==> config.mk <==
export PLATFORM = sky130hd
export DESIGN_NAME = ad7386_capture_sched_flat
export DESIGN_NICKNAME = d
export VERILOG_FILES = /design/src/rtl/ad7386_pkg.sv /design/src/rtl/ad7386_capture_sched_if.sv /design/src/rtl/axis_fwft_fifo.sv /design/src/rtl/ad7386_capture_sched.sv /design/src/flat_wrapper.sv
export SDC_FILE = /design/constraint.sdc
export NUM_CORES = 1
export LEC_CHECK = 0
export CAP_MARGIN = 20
export CORE_MARGIN = 3
export CORE_UTILIZATION = 50
export CTS_CLUSTER_DIAMETER = 40
export DETAILED_ROUTE_END_ITERATION = 16
export PLACE_DENSITY = 0.76
export SYNTH_ARGS = -nofsm -noshare
export SYNTH_HDL_FRONTEND = slang
export SYNTH_SLANG_ARGS = --single-unit
==> constraint.sdc <==
create_clock -name clk -period 2.7 [get_ports clk]
set_input_delay 0.405 -clock clk [delete_from_list [all_inputs] [get_ports clk]]
set_output_delay 0.405 -clock clk [all_outputs]
set_load 0.03 [all_outputs]
==> src/rtl/ad7386_pkg.sv <==
// Shared types and default parameters for the AD7386 capture scheduler.
`timescale 1ns/1ps
package ad7386_pkg;

    localparam int DEFAULT_DATA_W     = 16;
    localparam int DEFAULT_CNT_W      = 16;
    localparam int DEFAULT_MIN_DIV    = 100;
    localparam int DEFAULT_FIFO_DEPTH = 4;

    typedef enum logic [1:0] {
        ST_IDLE  = 2'd0,
        ST_RUN   = 2'd1,
        ST_DRAIN = 2'd2
    } state_t;

endpackage

==> src/rtl/ad7386_capture_sched_if.sv <==
// Conversion handshake plus the input/output sample streams of the capture scheduler.
`timescale 1ns/1ps
interface ad7386_capture_sched_if #(
    parameter int DATA_W = 16
);
    logic              conv_req;
    logic              conv_busy;
    logic [DATA_W-1:0] s_axis_tdata;
    logic              s_axis_tvalid;
    logic              s_axis_tready;
    logic [DATA_W-1:0] m_axis_tdata;
    logic              m_axis_tvalid;
    logic              m_axis_tlast;
    logic              m_axis_tready;

    modport master (
        output conv_req, s_axis_tready, m_axis_tdata, m_axis_tvalid, m_axis_tlast,
        input  conv_busy, s_axis_tdata, s_axis_tvalid, m_axis_tready
    );

    modport slave (
        input  conv_req, s_axis_tready, m_axis_tdata, m_axis_tvalid, m_axis_tlast,
        output conv_busy, s_axis_tdata, s_axis_tvalid, m_axis_tready
    );
endinterface

==> src/rtl/axis_fwft_fifo.sv <==
// First-word-fall-through FIFO; extra pointer MSB separates full from empty.
`timescale 1ns/1ps
module axis_fwft_fifo #(
    parameter int WIDTH = 17,
    parameter int DEPTH = 4
) (
    input  logic             clk,
    input  logic             rst_n,
    input  logic             i_push,
    input  logic [WIDTH-1:0] i_data,
    input  logic             i_pop,
    output logic [WIDTH-1:0] o_data,
    output logic             o_full,
    output logic             o_empty
);
    localparam int AW = $clog2(DEPTH);
    localparam logic [AW:0] PTR_ONE = (AW+1)'(1);

    logic [WIDTH-1:0] r_mem [DEPTH];
    logic [AW:0]      r_wrPtr;
    logic [AW:0]      r_rdPtr;
    logic             w_push;
    logic             w_pop;

    assign o_empty = (r_wrPtr == r_rdPtr);
    assign o_full  = (r_wrPtr[AW] != r_rdPtr[AW]) && (r_wrPtr[AW-1:0] == r_rdPtr[AW-1:0]);
    assign w_push  = i_push && !o_full;
    assign w_pop   = i_pop && !o_empty;

    // Head is masked while empty so stale entries never appear on the output.
    assign o_data  = o_empty ? '0 : r_mem[r_rdPtr[AW-1:0]];

    always_ff @(posedge clk) begin
        if (w_push) begin
            r_mem[r_wrPtr[AW-1:0]] <= i_data;
        end
    end

    always_ff @(posedge clk or negedge rst_n) begin
        if (!rst_n) begin
            r_wrPtr <= '0;
            r_rdPtr <= '0;
        end else begin
            if (w_push) begin
                r_wrPtr <= r_wrPtr + PTR_ONE;
            end
            if (w_pop) begin
                r_rdPtr <= r_rdPtr + PTR_ONE;
            end
        end
    end

endmodule

==> src/rtl/ad7386_capture_sched.sv <==
// Paces conversion requests for the AD7386 frame engine, buffers returned samples
// and tags the final sample of a completed burst.
`timescale 1ns/1ps
module ad7386_capture_sched
    import ad7386_pkg::*;
#(
    parameter int DATA_W     = DEFAULT_DATA_W,
    parameter int CNT_W      = DEFAULT_CNT_W,
    parameter int MIN_DIV    = DEFAULT_MIN_DIV,
    parameter int FIFO_DEPTH = DEFAULT_FIFO_DEPTH
) (
    input  logic                   clk,
    input  logic                   rst_n,
    input  logic                   cmd_start,
    input  logic                   cmd_stop,
    input  logic [CNT_W-1:0]       cfg_rate_div,
    input  logic [CNT_W-1:0]       cfg_burst_len,
    ad7386_capture_sched_if.master bus,
    output logic                   running,
    output logic                   done,
    output logic [CNT_W-1:0]       sample_cnt,
    output logic [CNT_W-1:0]       overrun_cnt
);
    localparam logic [CNT_W-1:0] MIN_DIV_C = CNT_W'(MIN_DIV);
    localparam logic [CNT_W-1:0] CNT_ONE   = CNT_W'(1);

    state_t            r_state;
    logic [CNT_W-1:0]  r_rateCnt;
    logic [CNT_W-1:0]  r_effDiv;
    logic [CNT_W-1:0]  r_burstLen;
    logic [CNT_W-1:0]  r_issued;
    logic [CNT_W-1:0]  r_sampleCnt;
    logic [CNT_W-1:0]  r_overrunCnt;
    logic              r_done;

    logic [CNT_W-1:0]  w_effDiv;
    logic              w_startOk;
    logic              w_burstDone;
    logic              w_fire;
    logic              w_push;
    logic              w_pop;
    logic              w_lastTag;
    logic              w_drainOk;
    logic              w_full;
    logic              w_empty;
    logic [DATA_W:0]   w_fifoOut;

    assign w_effDiv    = (cfg_rate_div < MIN_DIV_C) ? MIN_DIV_C : cfg_rate_div;
    assign w_startOk   = (r_state == ST_IDLE) && cmd_start && !cmd_stop;
    assign w_burstDone = (r_burstLen != '0) && (r_issued == r_burstLen);

    // A stop on the trigger cycle suppresses the request immediately, not one cycle later.
    assign w_fire      = (r_state == ST_RUN) && !cmd_stop && !w_burstDone && (r_rateCnt == '0)
                         && !bus.conv_busy && !w_full;

    assign w_push      = bus.s_axis_tvalid && !w_full;
    assign w_pop       = !w_empty && bus.m_axis_tready;
    assign w_lastTag   = (r_burstLen != '0) && ((r_sampleCnt + CNT_ONE) == r_burstLen);
    assign w_drainOk   = !bus.conv_busy && !bus.s_axis_tvalid && w_empty;

    assign bus.conv_req      = w_fire;
    assign bus.s_axis_tready = !w_full;
    assign bus.m_axis_tvalid = !w_empty;
    assign {bus.m_axis_tlast, bus.m_axis_tdata} = w_fifoOut;

    assign running     = (r_state != ST_IDLE);
    assign done        = r_done;
    assign sample_cnt  = r_sampleCnt;
    assign overrun_cnt = r_overrunCnt;

    axis_fwft_fifo #(
        .WIDTH (DATA_W + 1),
        .DEPTH (FIFO_DEPTH)
    ) u_fifo (
        .clk     (clk),
        .rst_n   (rst_n),
        .i_push  (w_push),
        .i_data  ({w_lastTag, bus.s_axis_tdata}),
        .i_pop   (w_pop),
        .o_data  (w_fifoOut),
        .o_full  (w_full),
        .o_empty (w_empty)
    );

    always_ff @(posedge clk or negedge rst_n) begin
        if (!rst_n) begin
            r_state      <= ST_IDLE;
            r_rateCnt    <= '0;
            r_effDiv     <= MIN_DIV_C;
            r_burstLen   <= '0;
            r_issued     <= '0;
            r_overrunCnt <= '0;
            r_done       <= 1'b0;
        end else begin
            r_done <= 1'b0;
            case (r_state)
                ST_IDLE: begin
                    if (w_startOk) begin
                        r_state      <= ST_RUN;
                        r_effDiv     <= w_effDiv;
                        r_burstLen   <= cfg_burst_len;
                        r_rateCnt    <= '0;
                        r_issued     <= '0;
                        r_overrunCnt <= '0;
                    end
                end
                ST_RUN: begin
                    if (cmd_stop || w_burstDone) begin
                        r_state <= ST_DRAIN;
                    end else if (r_rateCnt == '0) begin
                        // Missed slots still reload the counter so the rate grid is preserved.
                        r_rateCnt <= r_effDiv - CNT_ONE;
                        if (w_fire) begin
                            r_issued <= r_issued + CNT_ONE;
                        end else if (r_overrunCnt != '1) begin
                            r_overrunCnt <= r_overrunCnt + CNT_ONE;
                        end
                    end else begin
                        r_rateCnt <= r_rateCnt - CNT_ONE;
                    end
                end
                ST_DRAIN: begin
                    if (w_drainOk) begin
                        r_state <= ST_IDLE;
                        r_done  <= 1'b1;
                    end
                end
                default: r_state <= ST_IDLE;
            endcase
        end
    end

    always_ff @(posedge clk or negedge rst_n) begin
        if (!rst_n) begin
            r_sampleCnt <= '0;
        end else if (w_startOk) begin
            r_sampleCnt <= '0;
        end else if (w_push) begin
            r_sampleCnt <= r_sampleCnt + CNT_ONE;
        end
    end

endmodule

==> src/flat_wrapper.sv <==
// flat-port wrapper written by rule: the top's interface ports become plain ports
module ad7386_capture_sched_flat import ad7386_pkg::*;
#(
    parameter int DATA_W     = DEFAULT_DATA_W,
    parameter int CNT_W      = DEFAULT_CNT_W,
    parameter int MIN_DIV    = DEFAULT_MIN_DIV,
    parameter int FIFO_DEPTH = DEFAULT_FIFO_DEPTH
)
  (clk, rst_n, cmd_start, cmd_stop, cfg_rate_div, cfg_burst_len, running, done, sample_cnt, overrun_cnt, bus_conv_req, bus_s_axis_tready, bus_m_axis_tdata, bus_m_axis_tvalid, bus_m_axis_tlast, bus_conv_busy, bus_s_axis_tdata, bus_s_axis_tvalid, bus_m_axis_tready);
  ad7386_capture_sched_if #(.DATA_W(DATA_W)) bus_i ();
  input  logic clk;
  input  logic rst_n;
  input  logic cmd_start;
  input  logic cmd_stop;
  input  logic [CNT_W-1:0] cfg_rate_div;
  input  logic [CNT_W-1:0] cfg_burst_len;
  output logic running;
  output logic done;
  output logic [CNT_W-1:0] sample_cnt;
  output logic [CNT_W-1:0] overrun_cnt;
  output wire logic [$bits(bus_i.conv_req)-1:0] bus_conv_req;
  output wire logic [$bits(bus_i.s_axis_tready)-1:0] bus_s_axis_tready;
  output wire logic [$bits(bus_i.m_axis_tdata)-1:0] bus_m_axis_tdata;
  output wire logic [$bits(bus_i.m_axis_tvalid)-1:0] bus_m_axis_tvalid;
  output wire logic [$bits(bus_i.m_axis_tlast)-1:0] bus_m_axis_tlast;
  input wire logic [$bits(bus_i.conv_busy)-1:0] bus_conv_busy;
  input wire logic [$bits(bus_i.s_axis_tdata)-1:0] bus_s_axis_tdata;
  input wire logic [$bits(bus_i.s_axis_tvalid)-1:0] bus_s_axis_tvalid;
  input wire logic [$bits(bus_i.m_axis_tready)-1:0] bus_m_axis_tready;
  assign bus_conv_req = bus_i.conv_req;
  assign bus_s_axis_tready = bus_i.s_axis_tready;
  assign bus_m_axis_tdata = bus_i.m_axis_tdata;
  assign bus_m_axis_tvalid = bus_i.m_axis_tvalid;
  assign bus_m_axis_tlast = bus_i.m_axis_tlast;
  assign bus_i.conv_busy = bus_conv_busy;
  assign bus_i.s_axis_tdata = bus_s_axis_tdata;
  assign bus_i.s_axis_tvalid = bus_s_axis_tvalid;
  assign bus_i.m_axis_tready = bus_m_axis_tready;
  ad7386_capture_sched #(.DATA_W(DATA_W), .CNT_W(CNT_W), .MIN_DIV(MIN_DIV), .FIFO_DEPTH(FIFO_DEPTH)) u_core (.clk(clk), .rst_n(rst_n), .cmd_start(cmd_start), .cmd_stop(cmd_stop), .cfg_rate_div(cfg_rate_div), .cfg_burst_len(cfg_burst_len), .bus(bus_i), .running(running), .done(done), .sample_cnt(sample_cnt), .overrun_cnt(overrun_cnt));
endmodule
Word-level counts from Yosys, hierarchy flattened
Memories as Yosys holds them, arrays and structs flattened. Index checks and enable logic that the tools add are counted.

Register bits: 105. Memory bits (writable): 68. Input bits: 55. Memories kept: 1. Logic and storage cells: 94. Output and inout port bits: 54.

Memories: u_core.u_fifo.r_mem (depth 4, bits a word 17, read ports 1, clocked after Yosys merged registers in 0, wr ports 1, line axis_fwft_fifo.sv:19) `logic [WIDTH-1:0] r_mem [DEPTH];`.

Reduce and logical (&&, ||, !) cells: 34. $lt $le $gt $ge: 1. Mux-type cells: 25. $add $sub $neg: 7. Equal/unequal tests: 16.

Operators by type and width (count): 16-bit two-way mux (13); 16-bit one-hot mux with 2 select lines (3); 16-bit by 1-bit adder with 16-bit output, second input constant (3); 16-bit == test (2); 16-bit by 1-bit subtractor with 16-bit output, second input constant (2); 17-bit two-way mux (1); 1-bit logical AND (16); 16-bit zero test (1); 16-bit by 7-bit < comparator with 1-bit output, second input constant (1); 16-bit != test, second input constant (1); 16-bit nonzero test (1); 2-bit != test, second input constant (6); 3-bit by 1-bit adder with 3-bit output, second input constant (2); 1-bit zero test (6); 2-bit two-way mux (3); 2-bit one-hot mux with 3 select lines (1); 3-bit AND reduction (2); 6-bit AND reduction (1); 2-bit nonzero test (3); 5-bit AND reduction (1); 1-bit two-way mux (4); 2-bit by 1-bit != test with 1-bit output, second input constant (2); 3-bit == test (1); 2-bit by 1-bit == test with 1-bit output, second input constant (1); other kinds (6) (6).

Logic depth before layout (Yosys ltp)
Gate-level depths: netlist of run 1.

Depth in word-level cells: 11. Gate-level depth with buffers: 13. Mapped depth without buffers: 12.

By module
Synthesis of run 1 repeated with hierarchy kept, for this count alone.

Cell total of the unflattened synthesis: 827. Area total of the unflattened synthesis: 8968.6 um^2.

By module, submodules not included: ad7386_capture_sched (cells each 675, seq. area each 2481.1 um^2, area an instance 5773.0 um^2, times used 1); axis_fwft_fifo (cells each 152, seq. area each 2192.1 um^2, area an instance 3195.6 um^2, times used 1).

Least setup slack after synthesis of run 1
Ideal clock, no wire load.

Path kind: flip-flop to flip-flop. Start: register u_core.r_rateCnt[5]. End: register u_core.r_rateCnt[10]. Arrival time: 2.584 ns. Library setup time: 0.124 ns. Stages on the path, launching flop included: 14. Slack: -0.008 ns. Cell sequence: dfrtp_1 -> nor2_1 -> nand2_4 -> nor2_2 -> buf_6 -> a21oi_1 -> ha_1 -> nand2b_1 -> or2_2 -> a31oi_1 -> nand2_1 -> or4_1 -> o211ai_1 -> nand2_1.

Longest elaborated chain between the ends: 4.

Ends and longest elaborated chain: from (decl) (line ad7386_capture_sched.sv:28) `logic [CNT_W-1:0] r_rateCnt;`; from (signal assigned) (line ad7386_capture_sched.sv:112) `r_rateCnt <= r_effDiv - CNT_ONE;`; from (signal assigned) (line ad7386_capture_sched.sv:119) `r_rateCnt <= r_rateCnt - CNT_ONE;`; 16-bit by 1-bit subtractor with 16-bit output or 16-bit zero test (tied branches) (line ad7386_capture_sched.sv:119, ad7386_capture_sched.sv:110); 16-bit two-way mux (*) (line ad7386_capture_sched.sv:110) `end else if (r_rateCnt == '0) begin`; 16-bit two-way mux (*) (line ad7386_capture_sched.sv:108) `if (cmd_stop || w_burstDone) begin`; 16-bit one-hot mux with 2 select lines (*) (line ad7386_capture_sched.sv:96) `case (r_state)`.

Mark *: on every way between the ends. The rest lies on a longest branch, timed or not. The select of a mux whose other input is x is not followed. A chain may end at the register's enable or synchronous reset.

Worst setup path in the final report of run 1
Start: register u_core.r_rateCnt[0]. End: register u_core.r_rateCnt[10].

Same word-level chain as after synthesis.

==> impl_metrics.py, run 1 <==
metrics = {
    "placed_design": {
        "dp.cells": 1165,
        "dp_hpwl_mm": 14.7,
        "place_congestion": 0.907,
        "portBuffers": 108,
    },
    "setup_path": {
        "crit_path_start_kind": "flop",
        "r2r_slack_ps": 60,
        "rr_endpoint": "u_core.r_rateCnt[10]$_DFFE_PN0P_",
        "critPathKind": "flop to flop",
        "crit_path_max_fanout": 4,
        "reg2reg_from": "u_core.r_rateCnt[0]$_DFFE_PN0P_",
        "rr_worst_depth": 13,
        "required_ps": 3020,
        "end_kind": "flop",
        "arrival_ps": 2960,
    },
    "floorplan": {
        "coreArea_um2": 16900,
        "die_h_um": 139,
        "die_w_um": 139,
        "die_area_um2": 19300,
        "initial_core_util": 0.522,
        "num_io_pins": 109,
        "fp-row-count": 47,
    },
    "timing": {
        "setup_viol": 0,
        "fin_crit_ps": 2640,
        "maxSlewViolCount": 0,
        "relSlewSlack": 0.623,
        "worst_pin_slew_ps": 560,
        "setup_tns_ps": 0,
        "fmax_mhz": 379,
        "hold_viol_final": 0,
        "fin_crit_sh": 0.978,
        "skew_ps": 12.3,
    },
    "logic_synthesis": {
        "synthFlopType": "dfrtp_1",
        "syn_avg_cell_area_um2": 10.6,
        "syn_inst": 836,
        "async_flop_share": 0.607,
        "synth_seq_area_share": 0.529,
        "synth-simple-area-share": 0.216,
        "synth_compound_area_frac": 0.108,
        "syn_nets": 900,
        "syn_area_um2": 8830,
        "synthXorXnorAreaFrac": 0.0585,
        "synth_edf_count": 68,
        "synthAdderAreaFrac": 0.0127,
        "synth_top_family_by_area": "simple AND/OR/NAND/NOR gates",
        "muxShareOfSynthArea": 0.0503,
        "synth_warnings": 0,
        "ys_types": 77,
        "ys_ff_latch": 173,
    },
    "route": {
        "wl_met1_mm": 9.92,
        "wl_met3_mm": 1.32,
        "routed.top_layer": "met4",
        "antenna_left": 0,
        "drc": 0,
        "routed_via_density": 5.92,
        "detail_route.wl_per_cell_um": 18.2,
        "met2_length_mm": 10.3,
        "totalWireLength_mm": 22.0,
        "drt_iter0_drc": 553,
        "vias": 7160,
        "dr.pass1.iters": 6,
    },
    "hold_path": {
        "hold-path-endpoint": "u_core.r_burstLen[7]$_DFFE_PN0P_",
        "hold_path_class": "primary input to flop",
        "hold_start": "cfg_burst_len[7]",
        "min_path_cells": 3,
    },
    "global_routing": {
        "track_usage": 0.226,
        "antenna_found_initial": 0,
        "globalRoute.totalOverflow": 0,
        "grt_max_degree": 48,
        "grt_pass1_vias": 6840,
        "grt_pass1_wl_mm": 35.2,
    },
    "cts": {
        "clk_pin_slew_worst_paths_ps": 70,
        "htreeDepth": 4,
        "cts_max_path_buffers": 2,
        "clock_sinks": 173,
        "cts_made_buffers": 17,
        "root_buffer": "clkbuf_16",
        "clkLatencyLatePin_ps": 440,
        "tritoncts": "yes",
    },
    "finish": {
        "drive_gt1_frac": 0.154,
        "synthToLayoutAreaGrowth_pct": 25.8,
        "fillerInstances": 1328,
        "final_nets": 1041,
        "antennaDiodeCount": 0,
        "final_cells": 1210,
    },
    "flow_run": {
        "maxCapViolCount": 0,
    },
    "pwr": {
        "p_per_area_nw_per_um2": 1150,
        "vdd_drop_max_mv": 0.763,
        "p_leak_nw": 4.47,
    },
    "status": {
        "status": "completed",
    },
}
state kept, by name, indices dropped and copies added, names as in the netlist:
| name | flops |
|---|---|
| u_core.r_state | 2 |
| u_core.overrun_cnt | 16 |
| u_core.r_burstLen | 16 |
| u_core.done | 1 |
| u_core.u_fifo.r_rdPtr | 3 |
| u_core.u_fifo.r_mem | 68 |
| u_core.sample_cnt | 16 |
| u_core.r_issued | 16 |
| u_core.r_effDiv | 16 |
| u_core.u_fifo.r_wrPtr | 3 |
| u_core.r_rateCnt | 16 |
Yosys cell counts, types with 14 or more instances:
cell / n / area share
o21ai_1: 31 / 0.018
edfxtp_1: 68 / 0.23
and2_1: 23 / 0.016
xor2_1: 19 / 0.019
xnor2_1: 40 / 0.040
nand2_1: 134 / 0.057
nor3_1: 14 / 0.0079
and3_1: 20 / 0.014
nor2_1: 65 / 0.028
clkbuf_1: 22 / 0.0093
mux4_2: 17 / 0.043
a21oi_1: 21 / 0.012
o21ai_0: 47 / 0.027
nand3_1: 27 / 0.015
dfrtp_1: 102 / 0.29
nor4_1: 14 / 0.0099
nand4_1: 20 / 0.014
power by group:
part	switching, mW	leakage (nW)	internal [mW]
combinational	3.59	2.18	2.63
sequential	0.686	2.00	3.44
clock	1.17	0.291	1.25
logic make-up after synthesis:
group,count (synthesis)
DFF,173
muxes,23
xor gates and xnor gates,59
adders and majority gates,9
buffers and inverters,45
and+or+nand+nor,374
AOI/OAI and AO/OA,153
repair_timing:
action / 4_1_cts / 5_1_grt
pin swaps: 3 / 4
gates cloned: 0 / 1
setup buffers: 6 / 5
gates resized for setup: 19 / 19
hold buffers: 1 / 0
setup endpoints to repair: 18 / 21
hold endpoints to repair: 36 / 0
cells in the final DEF, fill, tap and decap left out, types with 4 or more instances in the layout:
cell type and instances:
nor2_1 65, nand3_1 26, nor4_1 12, inv_8 7, dlygate4sd2_1 17, nor3_2 5
o21ai_0 47, o31ai_1 7, o21ai_1 31, and2_1 23, buf_4 47, mux4_2 17
a31oi_1 12, xnor2_1 40, or3_1 8, dfrtp_1 99, buf_12 4, nand4_1 20
edfxtp_1 68, nand2b_1 6, ha_1 8, mux2i_1 5, a21oi_1 20, clkdlybuf4s50_1 87
xor2_1 19, nor3_1 12, a22o_1 5, nand2_1 134, clkbuf_16 17, and3_1 20
inv_1 8
worst max path at each step:
stage	start	end	slack (ps)	depth (start not counted)
final	u_core.r_rateCnt[0]$_DFFE_PN0P_	u_core.r_rateCnt[10]$_DFFE_PN0P_	60	13
after global routing	u_core.r_rateCnt[0]$_DFFE_PN0P_	u_core.r_rateCnt[10]$_DFFE_PN0P_	-40	13
after CTS	u_core.r_rateCnt[13]$_DFFE_PN0P_	u_core.r_rateCnt[10]$_DFFE_PN0P_	10	12
after detailed placement	u_core.r_rateCnt[13]$_DFFE_PN0P_	u_core.r_rateCnt[10]$_DFFE_PN0P_	30	12
after global placement	u_core.overrun_cnt[0]$_DFFE_PN0P_	u_core.overrun_cnt[6]$_DFFE_PN0P_	150	8
after floorplan	u_core.r_rateCnt[5]$_DFFE_PN0P_	u_core.r_rateCnt[10]$_DFFE_PN0P_	50	13
area by class of cell:
cell class,count,area (µm²),area share
sequential,173,4680,0.421
multi-input combinational,619,4060,0.365
timing repair buffer,157,1470,0.133
clock buffer,18,429,0.0386
tap,220,275,0.0248
clock inverter,14,163,0.0146
inverter,9,36.3,0.00327
metrics by stage:
step / utilization / instance area, µm² / power, mW / worst slack [ps] / hold slack [ps]
2_1_floorplan: - / 8840 / 8.20 / 47.8 / 109
3_3_place_gp: 0.610 / 10300 / 10.1 / 149 / 430
3_5_place_dp: 0.610 / 10300 / 10.2 / 27.1 / 430
4_1_cts: 0.647 / 11000 / 12.6 / 12.9 / 480
5_1_grt: 0.656 / 11100 / 13.5 / -44.3 / 489
6_report: 0.656 / 11100 / 12.8 / 58.8 / 490
critical path: stages (launching register included):
cell	delay [ps]
dfrtp_1	360
buf_4	160
nor4_4	60
nand2_4	70
nor2_2	50
a21oi_1	170
ha_2	210
nand2b_1	70
or2_2	330
a31oi_4	200
nand2_1	150
or4_1	500
o211ai_1	110
nand2_1	80
layer usage:
layer,up-vias,global-route usage
met3,35,0.0538
li1,3338,-
met4,0,0.0659
met5,-,0
met2,279,0.359
met1,3508,0.313
Power figures use the tool's default switching activity.
==> inputs of run 2 (changes only) <==
--- a/config.mk
+++ b/config.mk
@@ -10,6 +10,7 @@
 export CORE_UTILIZATION = 50
 export CTS_CLUSTER_DIAMETER = 40
 export DETAILED_ROUTE_END_ITERATION = 16
+export MAX_ROUTING_LAYER = met4
 export PLACE_DENSITY = 0.76
 export SYNTH_ARGS = -nofsm -noshare
 export SYNTH_HDL_FRONTEND = slang
==> run 2 against run 1 <==
Critical endpoint unchanged. Global-route usage rose by 0.22 points. Via count down 1.8%. Largest cell class unchanged. First-iteration DRC count down 6.9%. Clock skew is 2.1 ps higher. Non-clock buffer count grew 2. Worst setup slack worse by 6.5 ps. Total power up 0.77%.
==> impl_metrics.py, run 2 (synthesis gave the netlist of run 1 again) <==
metrics = {
    "finish": {
        "layout_common_cells": "134 x nand2_1, 99 x dfrtp_1, 87 x clkdlybuf4s50_1",
        "final_nets": 1042,
        "drive_gt1_frac": 0.156,
        "layout_commonest_cell": "nand2_1",
        "synthToLayoutAreaGrowth_pct": 26.2,
        "largest_register_ffs": 68,
        "stdcell_area_um2": 11200,
        "antennaDiodeCount": 0,
    },
    "timing": {
        "fin_crit_ps": 2650,
        "skew_ps": 14.4,
        "fin_crit_sh": 0.981,
        "maxSlewViolCount": 0,
        "fmax_mhz": 378,
        "worst_pin_slew_ps": 535,
        "hold_viol_final": 0,
        "rsz0062_at_grt": "true",
        "relSlewSlack": 0.640,
        "holdWs_ps": 486,
        "setup_viol": 0,
        "setup_tns_ps": 0,
    },
    "cts": {
        "root_buffer": "clkbuf_16",
        "cts_max_path_buffers": 2,
        "clk_pin_slew_worst_paths_ps": 70,
        "clkLatencyLatePin_ps": 440,
        "htreeDepth": 4,
        "cts_made_buffers": 17,
        "tritoncts": "yes",
        "clock_sinks": 173,
    },
    "route": {
        "totalWireLength_mm": 21.4,
        "vias": 7032,
        "detail_route.wl_per_cell_um": 17.6,
        "dr.pass1.iters": 5,
        "routed_via_density": 5.81,
        "drc": 0,
        "antenna_left": 0,
        "drt_iter0_drc": 515,
    },
    "placed_design": {
        "place_congestion": 0.916,
        "dp_hpwl_mm": 14.8,
        "portBuffers": 108,
        "place_area_um2": 10300,
    },
    "global_routing": {
        "grt_max_degree": 47,
        "grt_pass1_wl_mm": 34.9,
        "track_usage": 0.228,
        "antenna_found_initial": 0,
        "globalRoute.totalOverflow": 0,
        "grt_pass1_vias": 6812,
    },
    "pwr": {
        "p_per_area_nw_per_um2": 1150,
        "vdd_drop_max_mv": 0.675,
        "p_leak_nw": 4.46,
        "p_total_mw": 12.9,
    },
    "floorplan": {
        "initial_core_util": 0.522,
        "die_w_um": 139,
        "die_h_um": 139,
        "coreArea_um2": 16900,
        "num_io_pins": 109,
        "die_area_um2": 19300,
        "fp-row-count": 47,
    },
    "setup_path": {
        "reg2reg_from": "u_core.r_rateCnt[1]$_DFFE_PN0P_",
        "crit_path_max_fanout": 4,
        "critPathKind": "flop to flop",
        "required_ps": 3010,
        "rr_endpoint": "u_core.r_rateCnt[10]$_DFFE_PN0P_",
        "rr_worst_depth": 13,
        "arrival_ps": 2960,
        "end_kind": "flop",
        "crit_path_start_kind": "flop",
        "r2r_slack_ps": 50,
    },
    "hold_path": {
        "hold_path_class": "primary input to asynchronous set/reset pin",
    },
    "flow_run": {
        "maxCapViolCount": 0,
    },
    "status": {
        "status": "completed",
    },
}
[run 2: layout make-up]
type | instances | area [µm²]
clock buffers | 17 | 425
clock inverters | 15 | 206
fillers | 1294 | 5780
inverters | 9 | 36.3
multi-input cells | 618 | 4040
flip-flops and latches | 173 | 4680
well taps | 220 | 275
repair buffers | 159 | 1490
[run 2: worst max-delay path: stages, from the launching register on]
cell and delay (ps):
dfrtp_1 380, buf_4 160, nor4_4 60, nand2_4 70, nor2_2 50, a21oi_1 180
ha_2 220, nand2b_1 60, or2_2 320, a31oi_4 190, nand2_1 130, or4_1 490
o211ai_1 130, nand2_1 80
[run 2: metrics by stage]
stage	worst slack, ps	instances	util
3_3_place_gp	155	1168	0.611
5_1_grt	-97.1	1211	0.658
3_5_place_dp	68.2	1168	0.611
6_report	52.3	1211	0.658
4_1_cts	14.9	1207	0.651
2_1_floorplan	47.8	836	-
[run 2: power breakdown]
group / total (mW) / switching (mW) / internal [mW]
combinational: 6.21 / 3.54 / 2.66
sequential: 4.13 / 0.691 / 3.44
clock: 2.54 / 1.19 / 1.35
total: 12.9 / 5.42 / 7.45
[run 2: what timing repair did]
item / CTS / global route
hold buffers: 1 / 0
hold endpoints to repair: 36 / 0
setup endpoints to repair: 18 / 21
gates resized for setup: 21 / 18
pin swaps: 2 / 4
setup buffers: 6 / 4
[run 2: worst max path at each step]
| stage | startpoint | end | slack [ps] |
|---|---|---|---|
| 2_1_floorplan | u_core.r_rateCnt[5]$_DFFE_PN0P_ | u_core.r_rateCnt[10]$_DFFE_PN0P_ | 50 |
| 3_3_place_gp | u_core.r_rateCnt[9]$_DFFE_PN0P_ | u_core.r_rateCnt[10]$_DFFE_PN0P_ | 160 |
| 3_5_place_dp | u_core.r_rateCnt[9]$_DFFE_PN0P_ | u_core.r_rateCnt[14]$_DFFE_PN0P_ | 70 |
| 4_1_cts | u_core.r_burstLen[10]$_DFFE_PN0P_ | bus_conv_req | 10 |
| 5_1_grt | u_core.r_rateCnt[0]$_DFFE_PN0P_ | u_core.r_rateCnt[10]$_DFFE_PN0P_ | -100 |
| 6_report | u_core.r_rateCnt[1]$_DFFE_PN0P_ | u_core.r_rateCnt[10]$_DFFE_PN0P_ | 50 |
[run 2: per-layer routing]
| layer | vias to the layer above | wire length [µm] | track usage |
|---|---|---|---|
| met3 | 44 | 1100 | 0.0410 |
| li1 | 3329 | - | - |
| met1 | 3404 | 9610 | 0.311 |
| met2 | 255 | 10200 | 0.351 |
| met5 | - | 0 | - |
| met4 | 0 | 423 | 0.0736 |
==> variant 1: new RTL, flow settings as in run 1 <==
`DEFAULT_DATA_W`: 16 -> 12.
--- a/src/rtl/ad7386_pkg.sv
+++ b/src/rtl/ad7386_pkg.sv
@@ -2,7 +2,7 @@
 `timescale 1ns/1ps
 package ad7386_pkg;
 
-    localparam int DEFAULT_DATA_W     = 16;
+    localparam int DEFAULT_DATA_W     = 12;
     localparam int DEFAULT_CNT_W      = 16;
     localparam int DEFAULT_MIN_DIV    = 100;
     localparam int DEFAULT_FIFO_DEPTH = 4;
Interface: changed (resized bus_m_axis_tdata and bus_s_axis_tdata); port bits go from 109 to 101. The function was not compared with the original's and may differ.
==> variant 1 against run 1 <==
Global-route usage up 1.0 points; wire length down 3.0%; synthesized area down 3.7%; sequential cell count down 16; combinational power down 2%; total power down 3.9%; critical path depth down 8; cell area down 3.3%; register-to-register slack better by 50 ps; die area down 3.5%; sequential power down 8.0%; worst setup slack worse by 40 ps; critical path type is now register to output port; largest cell class unchanged.
==> variant 1: results (changes against run 1) <==
- Worst R2R Path Depth: 10 (-3)
- Met2 WL post-DR: 10.1 mm (-2.4%)
- Ys async rst share: 66.9% (+6.2 points)
- M1 GR Usage: 34.6% (+3.3 points)
- Hold WS: 485 ps (-4.95 ps)
- Total track usage: 23.6% (+1.0 points)
- Largest net degree at the start of global routing: 52 (+8.3%)
- Status: complete, no violations
- FF-to-FF End: u_core.r_rateCnt[12]$_DFFE_PN0P_
- Layout net count: 1024 (-1.6%)
- Min-delay src: u_core.r_effDiv[5]$_DFFE_PN1P_
- RR Startpoint: u_core.r_rateCnt[14]$_DFFE_PN0P_
- Arr. time, crit path: 2280 ps (-680 ps)
- CP max FO: 8 (+4)
- DR pass1 iterations: 5 (-1)
- PwrDens: 1140 nW/um^2 (-0.60%)
- Clock Skew: 6.28 ps (-5.99 ps)
- Worst hold path depth: 2 (-1)
- Number of flip-flops in the largest register: 52 (-24%)
- Synth unique cells: 83 (+7.8%)
- Crit-path max cell delay: 580 ps (+80 ps)
- Internal Power: 7050 uW (-3.7%)
- WHS Endpoint: u_core.r_effDiv[5]$_DFFE_PN1P_
- Post-CTS setup buffer count: 0 (-6)
- Static Leakage: 0.00441 uW (-1.4%)
- Number of flops mapped to enable cells by yosys: 52 (-24%)
- WL final: 21.3 mm (-3.0%)
- Post-Place Cell Area: 9990 sq um (-3.2%)
-- variant 1: changes by cell type in the layout (fill, tap and decap cells not counted), moves of 9 or more --
cell	run 1	this run
o211ai_1	3	13
nor3_1	12	24
o21ai_0	47	24
nand3_1	26	38
edfxtp_1	68	52
o21ai_1	31	2
nand2_1	134	143
nor2_1	65	39
o21a_1	0	9
-- variant 1: cells by family after synthesis --
| family | count (synthesis) | share of synthesized area [%] |
|---|---|---|
| mux | 28 | 5.24 |
| fa+ha+maj | 9 | 1.32 |
| simple gates | 362 | 21.2 |
| xor+xnor | 60 | 6.18 |
| compound gates | 156 | 13.3 |
| buf+inv | 65 | 3.49 |
| flops | 157 | 49.3 |
-- variant 1: cell type report --
class	instances	area (sq um)
clock buffer	17	425
clock inverter	15	169
fill	1342	5900
inverter	16	60.1
multi-input combinational	615	4160
sequential	157	4200
tap	220	275
timing repair buffer	157	1450
==> variant 2: new RTL, config.mk and constraints of run 1 <==
Without the edit above. Re-encode `state_t` (3 states) as one-hot, 3 bits wide.
--- a/src/rtl/ad7386_pkg.sv
+++ b/src/rtl/ad7386_pkg.sv
@@ -7,10 +7,10 @@
     localparam int DEFAULT_MIN_DIV    = 100;
     localparam int DEFAULT_FIFO_DEPTH = 4;
 
-    typedef enum logic [1:0] {
-        ST_IDLE  = 2'd0,
-        ST_RUN   = 2'd1,
-        ST_DRAIN = 2'd2
+    typedef enum logic [2:0] {
+        ST_IDLE  = 3'b001,
+        ST_RUN   = 3'b010,
+        ST_DRAIN = 3'b100
     } state_t;
 
 endpackage
Formal check against the unedited RTL: same outputs for any inputs over 4 cycles, from zero or initial values and one cycle with rst_n low; so few cycles prove little.
==> variant 2 against run 1 <==
Sequential cell count rose by 1; sequential power fell by 12%; worst setup slack improved by 52 ps; total power fell by 17%; via count fell by 0.89%; synthesized area rose by 1.1%; wire length fell by 2.8%; cell area rose by 0.36%; critical path type unchanged.
==> variant 2: results (changes against run 1) <==
- Fraction of layout cells with a size suffix above 1: 14.7% (-0.67 points)
- TritonCTS Sinks: 174 (+0.58%)
- Status: complete, no violations
- Synth unique cells: 73 (-5.2%)
- Largest net degree at the start of global routing: 44 (-8.3%)
- RePlAce Congestion: 0.924 (+1.8%)
- Layout net count: 1059 (+1.7%)
- Filler instances: 1401 (+5.5%)
- Ys async rst share: 60.9% (+0.23 points)
- Mapped Nets: 911 (+1.2%)
- Arr. time, crit path: 2930 ps (-30 ps)
- Via Count: 7096 (-0.89%)
- Met3 usage: 4.33% (-1.0 points)
- Max VDD drop: 0.725 mV (-5.0%)
- Met3 Wirelength: 1.31 mm (-0.53%)
- M1 WL: 9.69 mm (-2.3%)
- Post-DP HPWL: 15.3 mm (+4.1%)
- First-pass GRT wire length: 35.7 mm (+1.3%)
- Number of global-route vias before repair: 6928 (+1.3%)
- WL final: 21.4 mm (-2.8%)
- Initial DRC Count: 502 (-9.2%)
- Static Leakage: 0.00462 uW (+3.3%)
- Clock Skew: 10.0 ps (-2.25 ps)
- CP max FO: 6 (+2)
- Switch Pwr: 4150 uW (-24%)
- Synth cell count leaders: nand2_1 (131), dfrtp_1 (102), edfxtp_1 (68)
- DR pass1 iterations: 5 (-1)
- Worst Tran Pin Value: 574 ps (+14.4 ps)
- Wire per inst: 17.3 microns (-4.6%)
- Top cells by area, synth: dfrtp_1 (29%), edfxtp_1 (23%), nand2_1 (5.5%)
- Total track usage: 22.5% (-0.12 points)
- M1 GR Usage: 32.1% (+0.85 points)
- Crit-path max cell delay: 420 ps (-80 ps)
- Met2 Usage GRT: 35.3% (-0.61 points)
- Cells after Synth: 847 (+1.3%)
- Seq/Total Area, Yosys: 52.6% (-0.28 points)
- Cell count after placement: 1198 (+2.8%)
-- variant 2: changes by cell type in the layout (fill, tap and decap cells not counted), sizes merged, moves of 6 or more --
cell / change
xnor2: -10
or4: -6
xor2: +12
nand4: -6
and3: +6
buf: +11
-- variant 2: power groups by stage --
stage	Combinational, uW	Clock, uW	Sequential [uW]
floorplan	3350	0	3600
global placement	4810	0	3640
detailed placement	4890	0	3660
CTS	4740	2280	3620
global route	5200	2400	3670
finish	4780	2230	3620
-- variant 2: worst reg2reg max path: stages (launching register included) --
cell and delay, ps:
dfrtp_1 420, nor4_2 80, nand4b_1 170, nor2_4 90
a21oi_2 150, ha_2 190, or3b_4 390, nor3_4 170
o21ai_4 120, a2111o_1 380, xnor2_1 170, nand3_1 90
o211ai_1 90
-- variant 2: layout make-up --
class	count	area (sq um)	share of cell area (%)
clock buffer	18	429	3.85
tap	225	282	2.52
sequential	174	4700	42.2
inverter	11	41.3	0.370
multi-input combinational	623	4060	36.4
clock inverter	14	106	0.954
timing repair buffer	168	1540	13.8
-- variant 2: cell families after synthesis --
group,Yosys count,synth area share [%]
AO/OA/AOI/OAI,161,11.4
XOR/XNOR,61,5.98
adder cells (fa/ha/maj),9,1.26
buffers and inverters,50,2.70
flip-flops,174,52.6
multiplexers,26,5.31
AND/OR/NAND/NOR,366,20.7
-- variant 2: worst paths after layout --
check	from	endpoint	slack, ps	cells after the start
max in group asynchronous	rst_n	u_core.r_effDiv[6]$_DFFE_PN1P_	1430	3
max	u_core.r_rateCnt[1]$_DFFE_PN0P_	u_core.r_rateCnt[14]$_DFFE_PN0P_	110	12
min reg2reg	u_core.r_effDiv[13]$_DFFE_PN0P_	u_core.r_effDiv[13]$_DFFE_PN0P_	500	2
max reg2reg	u_core.r_rateCnt[1]$_DFFE_PN0P_	u_core.r_rateCnt[14]$_DFFE_PN0P_	110	12
min	rst_n	u_core.overrun_cnt[5]$_DFFE_PN0P_	500	2
min in group clk	u_core.r_effDiv[13]$_DFFE_PN0P_	u_core.r_effDiv[13]$_DFFE_PN0P_	500	2
-- variant 2: repair_timing --
| action | 4_1_cts | 5_1_grt |
|---|---|---|
| resized for setup | 23 | 8 |
| hold buffers | 1 | 0 |
| endpoints found under the hold margin | 40 | 0 |
| setup endpoints to repair | 18 | 7 |
| buffers inserted | 0 | 2 |
| pin swaps | 1 | 4 |
| cloned | 0 | 0 |
-- variant 2: metrics by stage --
stage	cell area, sq um	worst slack, ps	power [uW]
3_5_place_dp	10600	17.5	8560
6_report	11200	111	10600
3_3_place_gp	10600	84.4	8440
5_1_grt	11200	-40.5	11300
4_1_cts	11100	9.79	10600
2_1_floorplan	8970	-150	6950
